## src/rtl/pipe_stage_skid.sv

```systemverilog
// pipe_stage_skid: valid/ready pipeline register with 2-entry skid, flush bubble and saturating stall counter
module pipe_stage_skid #(
  parameter int DATA_W = 32,
  parameter int ADDR_W = 32,
  parameter logic [DATA_W-1:0] BUBBLE = '0,
  parameter int STALL_W = 16
) (
  input  logic               clk,
  input  logic               rst,
  input  logic               in_valid,
  output logic               in_ready,
  input  logic [DATA_W-1:0]  in_instr,
  input  logic [ADDR_W-1:0]  in_pc,
  input  logic               flush,
  output logic               out_valid,
  input  logic               out_ready,
  output logic [DATA_W-1:0]  out_instr,
  output logic [ADDR_W-1:0]  out_pc,
  output logic [STALL_W-1:0] stall_cycles
);
  typedef enum logic [1:0] {EMPTY, ONE, FULL} state_t;
  state_t state, state_n;
  logic in_fire, out_fire, ld_in, ld_skid, ld_sk, clr;
  logic [DATA_W-1:0] skid_instr;
  logic [ADDR_W-1:0] skid_pc;
  assign out_valid = state != EMPTY;
  assign in_ready  = state != FULL;
  assign in_fire   = in_valid & in_ready;
  assign out_fire  = out_valid & out_ready;
  always_ff @(posedge clk or posedge rst)
    if (rst) state <= EMPTY;
    else state <= state_n;
  always_comb begin
    state_n = state;
    ld_in = 1'b0;
    ld_skid = 1'b0;
    ld_sk = 1'b0;
    clr = 1'b0;
    if (flush) begin
      state_n = EMPTY;
      clr = 1'b1;
    end else
      case (state)
        EMPTY: if (in_fire) begin
          state_n = ONE;
          ld_in = 1'b1;
        end
        ONE: begin
          ld_in = in_fire & out_fire;
          ld_sk = in_fire & ~out_fire;
          clr = ~in_fire & out_fire;
          state_n = ld_sk ? FULL : clr ? EMPTY : ONE;
        end
        default: if (out_fire) begin
          state_n = ONE;
          ld_skid = 1'b1;
        end
      endcase
  end
  // out_pc is left alone when the main entry drains or is flushed
  always_ff @(posedge clk or posedge rst)
    if (rst) begin
      out_instr <= BUBBLE;
      out_pc <= '0;
      skid_instr <= '0;
      skid_pc <= '0;
      stall_cycles <= '0;
    end else begin
      if (clr) out_instr <= BUBBLE;
      else if (ld_in) {out_instr, out_pc} <= {in_instr, in_pc};
      else if (ld_skid) {out_instr, out_pc} <= {skid_instr, skid_pc};
      if (ld_sk) {skid_instr, skid_pc} <= {in_instr, in_pc};
      if (out_valid && !out_ready && !flush && !(&stall_cycles)) stall_cycles <= stall_cycles + 1'b1;
    end
endmodule

```

## config.mk

```make
export PLATFORM = sky130hd
export DESIGN_NAME = pipe_stage_skid
export DESIGN_NICKNAME = d
export VERILOG_FILES = /design/src/rtl/pipe_stage_skid.sv
export SDC_FILE = /design/constraint.sdc
export NUM_CORES = 1
export LEC_CHECK = 0
export BUFFER_PORTS_ARGS = -buffer_cell sky130_fd_sc_hd__buf_2
export CAP_MARGIN = 20
export CORE_MARGIN = 2
export CORE_UTILIZATION = 56
export CTS_BUF_LIST = sky130_fd_sc_hd__clkbuf_4 sky130_fd_sc_hd__clkbuf_8
export DETAILED_ROUTE_END_ITERATION = 12
export GPL_TIMING_DRIVEN = 0
export PLACE_DENSITY = 0.87
export SYNTH_ARGS = -nofsm -noshare
export SYNTH_HDL_FRONTEND = slang
export SYNTH_SLANG_ARGS = --single-unit
```

## constraint.sdc

```tcl
create_clock -name clk -period 6.2 [get_ports clk]
set_clock_uncertainty 0.1 [all_clocks]
set_input_delay 1.86 -clock clk [delete_from_list [all_inputs] [get_ports clk]]
set_output_delay 1.86 -clock clk [all_outputs]
set_load 0.05 [all_outputs]
```

==> results of run 1 <==
## routing by layer
metal  vias to the layer above  GRT usage [%]
li1                       1978              -
met1                      2196           28.7
met2                       126           38.5
met3                        27           6.53
met4                         0           10.0
met5                         -              0
## worst max-delay path by stage
| stage | from | to | slack [ns] | cells past startpoint |
|---|---|---|---|---|
| after floorplan | rst | out_instr[0]$_DFFE_PP0P_ | 0.32 | 1 |
| after global placement | rst | out_pc[1]$_DFFE_PP0P_ | -0.98 | 2 |
| after detailed placement | out_ready | out_instr[3]$_DFFE_PP0P_ | 2.26 | 8 |
| after CTS | state[1]$_DFFE_PP0P_ | out_valid | 2.70 | 4 |
| after global routing | out_ready | out_instr[3]$_DFFE_PP0P_ | 2.58 | 8 |
| final | out_ready | out_instr[3]$_DFFE_PP0P_ | 2.71 | 8 |
## cells by family (layout without fill, tap and decap cells)
kind of cell	count (synthesis)	count (layout)	share of synthesized area [%]
muxes	164	164	30.1
DFF	146	146	55.2
and+or+nand+nor	54	54	4.97
AOI/OAI and AO/OA	40	40	5.07
buffers and inverters	27	208	2.48
xor gates and xnor gates	12	12	1.59
adders and majority gates	3	3	0.567
## worst max-delay path, delay by kind of cell
kind | cells | cell delay [ns]
compound gates | 2 | 0.27
simple gates | 3 | 0.81
buf+inv | 2 | 0.60
fa+ha+maj | 1 | 0.22
## cell type report
| cell class | count | area (um^2) |
|---|---|---|
| repair buffers | 151 | 778 |
| clock inverters | 6 | 80.1 |
| multi-input cells | 273 | 2800 |
| plain buffers | 23 | 149 |
| inverters | 4 | 20.0 |
| clock buffers | 24 | 305 |
| fillers | 795 | 3500 |
| flip-flops and latches | 146 | 3650 |
| well taps | 143 | 179 |
## registers in the layout, summed over array words and instances (netlist names)
register	cells
out_instr	32
skid_instr	32
out_pc	32
stall_cycles	16
state	2
skid_pc	32
## through the flow
| step | setup WS [ns] | setup TNS, ns | util, % | instance area, um^2 |
|---|---|---|---|---|
| after floorplan | 0.317 | 0 | - | 6620 |
| final | 2.71 | 0 | 69.5 | 7970 |
| after CTS | 2.70 | 0 | 69.5 | 7970 |
| after global routing | 2.58 | 0 | 69.5 | 7970 |
| after detailed placement | 2.26 | 0 | 66.1 | 7580 |
| after global placement | -0.977 | -141.73 | 65.8 | 7550 |
## synthesized netlist by cell type (all sizes together), types with 3 or more instances
cell     count
xor2         8
clkbuf       6
nor2         6
buf         17
inv          4
nand2       10
o2bb2ai     32
nand2b       3
nand3        8
dfrtp      146
nand4        6
nor3b        3
mux2       132
nor3         7
mux2i       32
xnor2        4
ha           3
## power by group through the flow
stage / combinational (mW) / clock, mW / sequential, mW
after floorplan: 0.510 / 0 / 1.93
after global placement: 1.27 / 0 / 1.43
after detailed placement: 1.31 / 0 / 1.46
after CTS: 1.32 / 0.746 / 1.44
after global routing: 1.38 / 0.784 / 1.48
final: 1.30 / 0.732 / 1.44
==> qor.txt, run 1 <==
Die Y-Extent = 113 um
Slew margin rel. = 52.0%
Minimum clock period = 3.49 ns
Post-Syn Nets = 518
Clock root buffer = clkbuf_8
# IOs = 151
Inst Count DP = 740
Worst Setup Start Kind = input pin
Worst R2R End = out_instr[3]$_DFFE_PP0P_
Worst skew pair latency = 0.45 ns
DR WL/cell = 18.3 um
CP endpoint kind = flip-flop
Static leakage = 4.12 nW
Met2 Wirelength = 7190 um
Most common library cell in the layout ignoring fill and taps = buf_2
Top post-synthesis cells by area = dfrtp_1, mux2_4, mux2_1
Setup slack, reg-to-reg = 3.40 ns
Reg2reg path depth = 10
CP max stage delay = 0.56 ns
Post-synthesis sequential area ratio = 55.2%
Area fraction of the dominant cell type after synthesis = 55.2%
PortBufs = 150
Via count of the first global-routing pass = 4,702
Net Switching = 1.32 mW
Drt pass-1 iters = 4
Rows = 39
Net Sw Frac = 38.0%
Post-cts hold buffer count = 0
Drt total wl = 14,100 um
Synthesized flop and latch total = 146
Initial antenna violation count = 0
Final setup fails = 0
Die ar. = 12,700 um^2
Internal power = 2.16 mW
Gpl congestion = 0.766
Hold path cells = 1
First-pass GRT wire length = 23,100 um
CP max-delay cell = nor3_1
Number of synthesis warnings = 0
Commonest cells after routing, fill and taps aside = buf_2, dfrtp_1, mux2_1
Worst slew pin tran = 0.715 ns
Core footprint = 11,500 um^2
Post-CTS Setup Bufs = 0
Clock buffer depth = 2
Peak supply drop = 0.323 mV
Outcome = complete, no violations
Post-Syn Instances = 446
M1 wire length = 5940 um
Layout Nets = 688
Hold Vio Cnt, Final = 0
Worst hold path type = flip-flop to flip-flop
Gate power share = 37.5%
Post-route clock period utilization = 56.3%
Max Cap Viol = 0
Largest area contributor in the netlist = dfrtp_1
RSZ-0062 raised after global routing = no
Clock-pin transition on the worst setup and hold timing paths = 0.07 ns
Pins Over Slew Limit = 0
DP Wirelength = 10,100 um
Cts repair resizes = 0
Remaining DRCs = 0
Worst R2R Start = state[1]$_DFFE_PP0P_
Initial Utilization = 57.7%
Max Used Layer = met4
# clock sinks = 146
DR WL met3 = 694 um
Layout cells sized above 1 = 45.5%
Die width = 113 um
Hold EP = skid_pc[31]$_DFFE_PP0P_
Mean Syn Cell Area = 14.8 um^2
Main synth FF type = dfrtp_1
HP Start = skid_pc[31]$_DFFE_PP0P_
Layout Cells excl Fill = 770
Synth Cell Area = 6620 um^2
Syn-to-layout area delta = 20.4%
Arrival time at the worst endpoint = 3.75 ns
TritonCTS clock tree = done
Distinct cells, synth = 39
EDFF count, synth = 0
Crit Path Class = input pin to flip-flop
Ant. Diodes = 0
Total CTS buffers = 17
Critical path peak fanout = 10
Total Power = 3.48 mW
Global-route usage over all layers = 23.2%
Power Density = 437 nW/um^2
Worst Hold Slack = 0.386 ns
Antenna-violating nets left = 0
Vias/cell = 5.62
Largest net degree at the start of global routing = 84
Total number of vias = 4,327
Required @ worst endpoint = 6.46 ns
Drt initial violations = 244
Flop pwr share = 41.5%
Overflow after GRT = 0
Async SR Flop Fraction = 100%
Crit-path cells = buf_2 -> and2_1 -> ha_1 -> nand2_1 -> a21oi_1 -> nor3_1 -> clkbuf_1 -> o2bb2ai_1
Clock share of power = 21.0%
Htree depth = 4
FMAX = 0.287 GHz
No activity file was read; power rests on OpenSTA's default activity.
==> run 2, diff against run 1 <==
==> constraint.sdc (replaced) <==
create_clock -name clk -period 3.3 [get_ports clk]
set_clock_uncertainty 0.1 [all_clocks]
set_input_delay 0.99 -clock clk [delete_from_list [all_inputs] [get_ports clk]]
set_output_delay 0.99 -clock clk [all_outputs]
set_load 0.05 [all_outputs]
==> qor.txt, run 2 (synthesis gave the netlist of run 1 again) <==
Outcome = complete, no violations
Multi-input gate area = 2800 um^2
Cts repair resizes = 0
Hold path cells = 1
Most common library cell in the layout ignoring fill and taps = buf_2
Crit path launch = state[1]$_DFFE_PP0P_
Net Switching = 2.54 mW
RSZ-0062 raised after global routing = no
Static leakage = 4.12 nW
Worst hold path type = flip-flop to flip-flop
First-pass GRT wire length = 22,700 um
Worst R2R End = out_instr[12]$_DFFE_PP0P_
Overflow after GRT = 0
Remaining DRCs = 0
Ant. Diodes = 0
PortBufs = 150
Htree depth = 4
Flop pwr share = 41.4%
Drt total wl = 13,700 um
Crit Path Class = flip-flop to flip-flop
Arrival time at the worst endpoint = 3.05 ns
Core footprint = 11,500 um^2
Drt pass-1 iters = 4
Slew margin rel. = 45.0%
Die width = 113 um
Post-route clock period utilization = 84.2%
Clock buffer depth = 2
Global-route usage over all layers = 22.9%
Syn-to-layout area delta = 20.9%
Hold EP = skid_pc[27]$_DFFE_PP0P_
Die ar. = 12,700 um^2
Die Y-Extent = 113 um
Pins Over Slew Limit = 0
Clock share of power = 21.1%
Peak supply drop = 0.689 mV
CP endpoint kind = flip-flop
HP Start = skid_pc[27]$_DFFE_PP0P_
Antenna-violating nets left = 0
Gate power share = 37.5%
Worst slew pin tran = 0.823 ns
Final setup fails = 0
Initial antenna violation count = 0
Worst skew pair latency = 0.45 ns
Clock-pin transition on the worst setup and hold timing paths = 0.08 ns
Drt initial violations = 219
Reg2reg path depth = 10
FMAX = 0.360 GHz
Filler cell count in the final layout = 801
Layout cells sized above 1 = 45.8%
Power Density = 816 nW/um^2
Clock root buffer = clkbuf_8
Via count of the first global-routing pass = 4,573
Worst Hold Slack = 0.386 ns
Total number of vias = 4,288
Rows = 39
Gpl congestion = 0.793
Final worst slack = 0.520 ns
Initial Utilization = 57.7%
Worst Setup Start Kind = flip-flop
Internal power = 3.99 mW
Setup slack, reg-to-reg = 0.52 ns
Critical path peak fanout = 10
Max Cap Viol = 0
Vias/cell = 5.54
Net Sw Frac = 38.9%
DR WL/cell = 17.8 um
Minimum clock period = 2.78 ns
# clock sinks = 146
Hold Vio Cnt, Final = 0
Layout Nets = 690
Post-CTS Setup Bufs = 0
Commonest cells after routing, fill and taps aside = buf_2, dfrtp_1, mux2_1
Pre-CTS WS = 0.293 ns
DP Wirelength = 9970 um
Worst R2R Start = state[1]$_DFFE_PP0P_
Largest net degree at the start of global routing = 45
# IOs = 151
Required @ worst endpoint = 3.57 ns
TritonCTS clock tree = done
Post-cts hold buffer count = 0
Sequential cell area = 3650 um^2
Total CTS buffers = 17
## run 2: how the worst max path moves through the flow
stage	end	slack, ns	depth (start not counted)
after floorplan	out_instr[0]$_DFFE_PP0P_	0.38	1
after global placement	skid_pc[23]$_DFFE_PP0P_	-0.37	2
after detailed placement	out_instr[12]$_DFFE_PP0P_	0.29	8
after CTS	out_instr[8]$_DFFE_PP0P_	0.53	10
after global routing	out_instr[8]$_DFFE_PP0P_	0.28	10
final	out_instr[12]$_DFFE_PP0P_	0.52	10
## run 2: critical path, cell delays in order, from the launching register on
cell and delay, ns:
dfrtp_1 0.36, buf_2 0.16, nor2_1 0.23, inv_1 0.12, and2_1 0.19, ha_1 0.21
nand2_1 0.07, a21oi_1 0.06, nor3_1 0.55, clkbuf_1 0.47, o2bb2ai_1 0.18
## run 2: cell type report
class	count	area share, %
Buffer	23	1.86
Clock buffer	18	3.10
Sequential cell	146	45.7
Clock inverter	14	1.74
Multi-Input combinational cell	273	35.0
Inverter	4	0.235
Timing Repair Buffer	153	10.1
Tap cell	143	2.24
## run 2: metal layers
layer	track usage [%]	part of all wire, %
met4	9.84	2.3
met5	0	0
met3	6.16	4.4
met1	28.2	42
met2	38.2	51
## run 2: power by group through the flow
stage	clock [mW]	sequential [mW]	combinational [mW]
6_report	1.38	2.70	2.45
5_1_grt	1.47	2.77	2.59
4_1_cts	1.40	2.70	2.47
3_5_place_dp	0	2.73	2.47
3_3_place_gp	0	2.68	2.39
2_1_floorplan	0	3.63	0.958
## run 2: per-stage QoR
| stage | power, mW | TNS (ns) | instance area [um^2] | std cells | utilization, % |
|---|---|---|---|---|---|
| 2_1_floorplan | 4.59 | 0 | 6620 | 446 | - |
| 3_3_place_gp | 5.07 | -53.55 | 7550 | 739 | 65.9 |
| 3_5_place_dp | 5.20 | 0 | 7610 | 742 | 66.4 |
| 4_1_cts | 6.57 | 0 | 8000 | 774 | 69.8 |
| 5_1_grt | 6.83 | 0 | 8000 | 774 | 69.8 |
| 6_report | 6.53 | 0 | 8000 | 774 | 69.8 |
==> run 3, diff against run 2 <==
--- a/config.mk
+++ b/config.mk
@@ -5,14 +5,15 @@
 export SDC_FILE = /design/constraint.sdc
 export NUM_CORES = 1
 export LEC_CHECK = 0
+export ABC_AREA = 1
 export BUFFER_PORTS_ARGS = -buffer_cell sky130_fd_sc_hd__buf_2
 export CAP_MARGIN = 20
 export CORE_MARGIN = 2
-export CORE_UTILIZATION = 56
+export CORE_UTILIZATION = 51
 export CTS_BUF_LIST = sky130_fd_sc_hd__clkbuf_4 sky130_fd_sc_hd__clkbuf_8
 export DETAILED_ROUTE_END_ITERATION = 12
 export GPL_TIMING_DRIVEN = 0
-export PLACE_DENSITY = 0.87
+export PLACE_DENSITY = 0.84
 export SYNTH_ARGS = -nofsm -noshare
 export SYNTH_HDL_FRONTEND = slang
 export SYNTH_SLANG_ARGS = --single-unit
==> constraint.sdc (replaced) <==
create_clock -name clk -period 2.4 [get_ports clk]
set_clock_uncertainty 0.1 [all_clocks]
set_input_delay 0.72 -clock clk [delete_from_list [all_inputs] [get_ports clk]]
set_output_delay 0.72 -clock clk [all_outputs]
set_load 0.05 [all_outputs]
==> qor.txt, run 3 <==
Mux cell area share after synthesis = 0%
Arrival time at the worst endpoint = 1.45 ns
PortBufs = 150
Overflow after GRT = 0
Clock-pin transition on the worst setup and hold timing paths = 0.08 ns
Critical path peak fanout = 6
Worst slew pin tran = 0.714 ns
Outcome = complete, no violations
Setup slack, reg-to-reg = 0.24 ns
Largest net degree at the start of global routing = 43
Drt total wl = 16,300 um
Total CTS buffers = 17
Synth Area in Compound Gates = 14.1%
Clock buffer depth = 2
Static leakage = 4.53 nW
Worst skew pair latency = 0.45 ns
Pins Over Slew Limit = 0
Reg2reg path depth = 9
Power Density = 1020 nW/um^2
Final Util = 62.6%
Die width = 119 um
Hold Vio Cnt, Final = 0
Post-synthesis sequential area ratio = 54.1%
# IOs = 151
EDFF count, synth = 0
Ant. Diodes = 0
Synth Area in Simple Gates = 22.2%
Total number of vias = 6,041
Total Power = 8.39 mW
Largest area contributor in the netlist = dfrtp_1
Commonest cells after routing, fill and taps aside = nand2_1, buf_2, dfrtp_1
Rows = 42
Post-cts hold buffer count = 0
Post-Syn Nets = 906
Async SR Flop Fraction = 100%
Top post-synthesis cells by area = dfrtp_1, nand2_1, o21ai_0
Slew margin rel. = 52.3%
Syn-to-layout area delta = 21.4%
Area fraction of the dominant cell type after synthesis = 54.1%
Main synth FF type = dfrtp_1
Minimum clock period = 2.27 ns
Via count of the first global-routing pass = 5,720
Global-route usage over all layers = 24.2%
Vias/cell = 5.06
Adder-cell share of the synthesized area = 0.556%
Top-count cell post-synth = nand2_1
Number of synthesis warnings = 0
Synth Cell Area = 6750 um^2
Drt pass-1 iters = 5
Layout cells sized above 1 = 22.7%
Worst Setup Start Kind = flip-flop
Antenna-violating nets left = 0
Post-route clock period utilization = 94.5%
RSZ-0062 raised after global routing = no
Final setup fails = 0
Post-CTS Setup Bufs = 0
Post-Syn Instances = 834
Worst R2R End = out_pc[28]$_DFFE_PP0P_
Final worst slack = 0.133 ns
# clock sinks = 146
Worst hold path type = input pin to asynchronous set/reset pin
Synth cell count leaders = nand2_1, dfrtp_1, o21ai_0, inv_1, nor2_1
DP Wirelength = 11,600 um
Distinct cells, synth = 28
Required @ worst endpoint = 1.58 ns
DR WL/cell = 13.7 um
Cts repair resizes = 0
FMAX = 0.441 GHz
Synthesized flop and latch total = 146
Worst R2R Start = state[1]$_DFFE_PP0P_
Die Y-Extent = 119 um
Most common library cell in the layout ignoring fill and taps = nand2_1
Htree depth = 4
Gpl congestion = 0.817
Clock root buffer = clkbuf_8
Largest family of logic cells by synthesized area = simple AND/OR/NAND/NOR gates
Peak supply drop = 0.683 mV
Max Cap Viol = 0
Layout Nets = 1,078
Pre-CTS WS = -0.111 ns
First-pass GRT wire length = 27,300 um
Die ar. = 14,200 um^2
Synth Area in XOR/XNOR = 0.908%
Remaining DRCs = 0
Crit Path Class = flip-flop to output port
Initial antenna violation count = 0
CP endpoint kind = output port
TritonCTS clock tree = done
Initial Utilization = 51.6%
Mean Syn Cell Area = 8.09 um^2
Drt initial violations = 354
Core footprint = 13,100 um^2
-- run 3: cell families after synthesis --
family,after synthesis
and+or+nand+nor,379
AOI/OAI and AO/OA,169
DFF,146
buffers and inverters,130
xor gates and xnor gates,7
adders and majority gates,3
-- run 3: worst max-delay path, cell delays in order (launching register included) --
cell and delay [ns]:
dfrtp_1 0.46, nor2_2 0.26, inv_1 0.07, buf_2 0.21
-- run 3: worst max path at each step --
stage | cells past startpoint | endpoint | startpoint
after global placement | 2 | out_pc[10]$_DFFE_PP0P_ | rst
after CTS | 3 | out_valid | state[1]$_DFFE_PP0P_
after detailed placement | 10 | skid_pc[2]$_DFFE_PP0P_ | out_ready
after floorplan | 1 | out_instr[0]$_DFFE_PP0P_ | rst
after global routing | 9 | skid_pc[4]$_DFFE_PP0P_ | state[1]$_DFFE_PP0P_
final | 3 | out_valid | state[1]$_DFFE_PP0P_
-- run 3: metrics by stage --
step	setup TNS, ns	hold WS, ns	cells	instance area (um^2)
floorplan	-36.94	0.353	834	6750
global placement	-171.97	0.357	1160	7720
detailed placement	-2.08	0.361	1163	7780
CTS	0	0.267	1193	8190
global route	0	0.301	1193	8190
finish	0	0.278	1193	8190
-- run 3: area by class of cell --
class                   instances  area, um^2
fillers                      1124        4890
flip-flops and latches        146        3650
multi-input cells             558        2550
repair buffers                153         811
inverters                      85         325
clock buffers                  22         303
plain buffers                  45         229
well taps                     176         220
clock inverters                 8         101
-- run 3: per-layer routing --
layer	GRT usage, %	wire, um
met5	0	0
met4	9.23	264
met3	4.74	919
met2	38.6	7800
met1	32.9	7300
-- run 3: report_power, final --
| group | leakage, nW | switching [mW] | internal (mW) |
|---|---|---|---|
| combinational | 2.50 | 2.13 | 0.774 |
| sequential | 1.82 | 0.349 | 3.17 |
| clock | 0.211 | 0.916 | 1.05 |
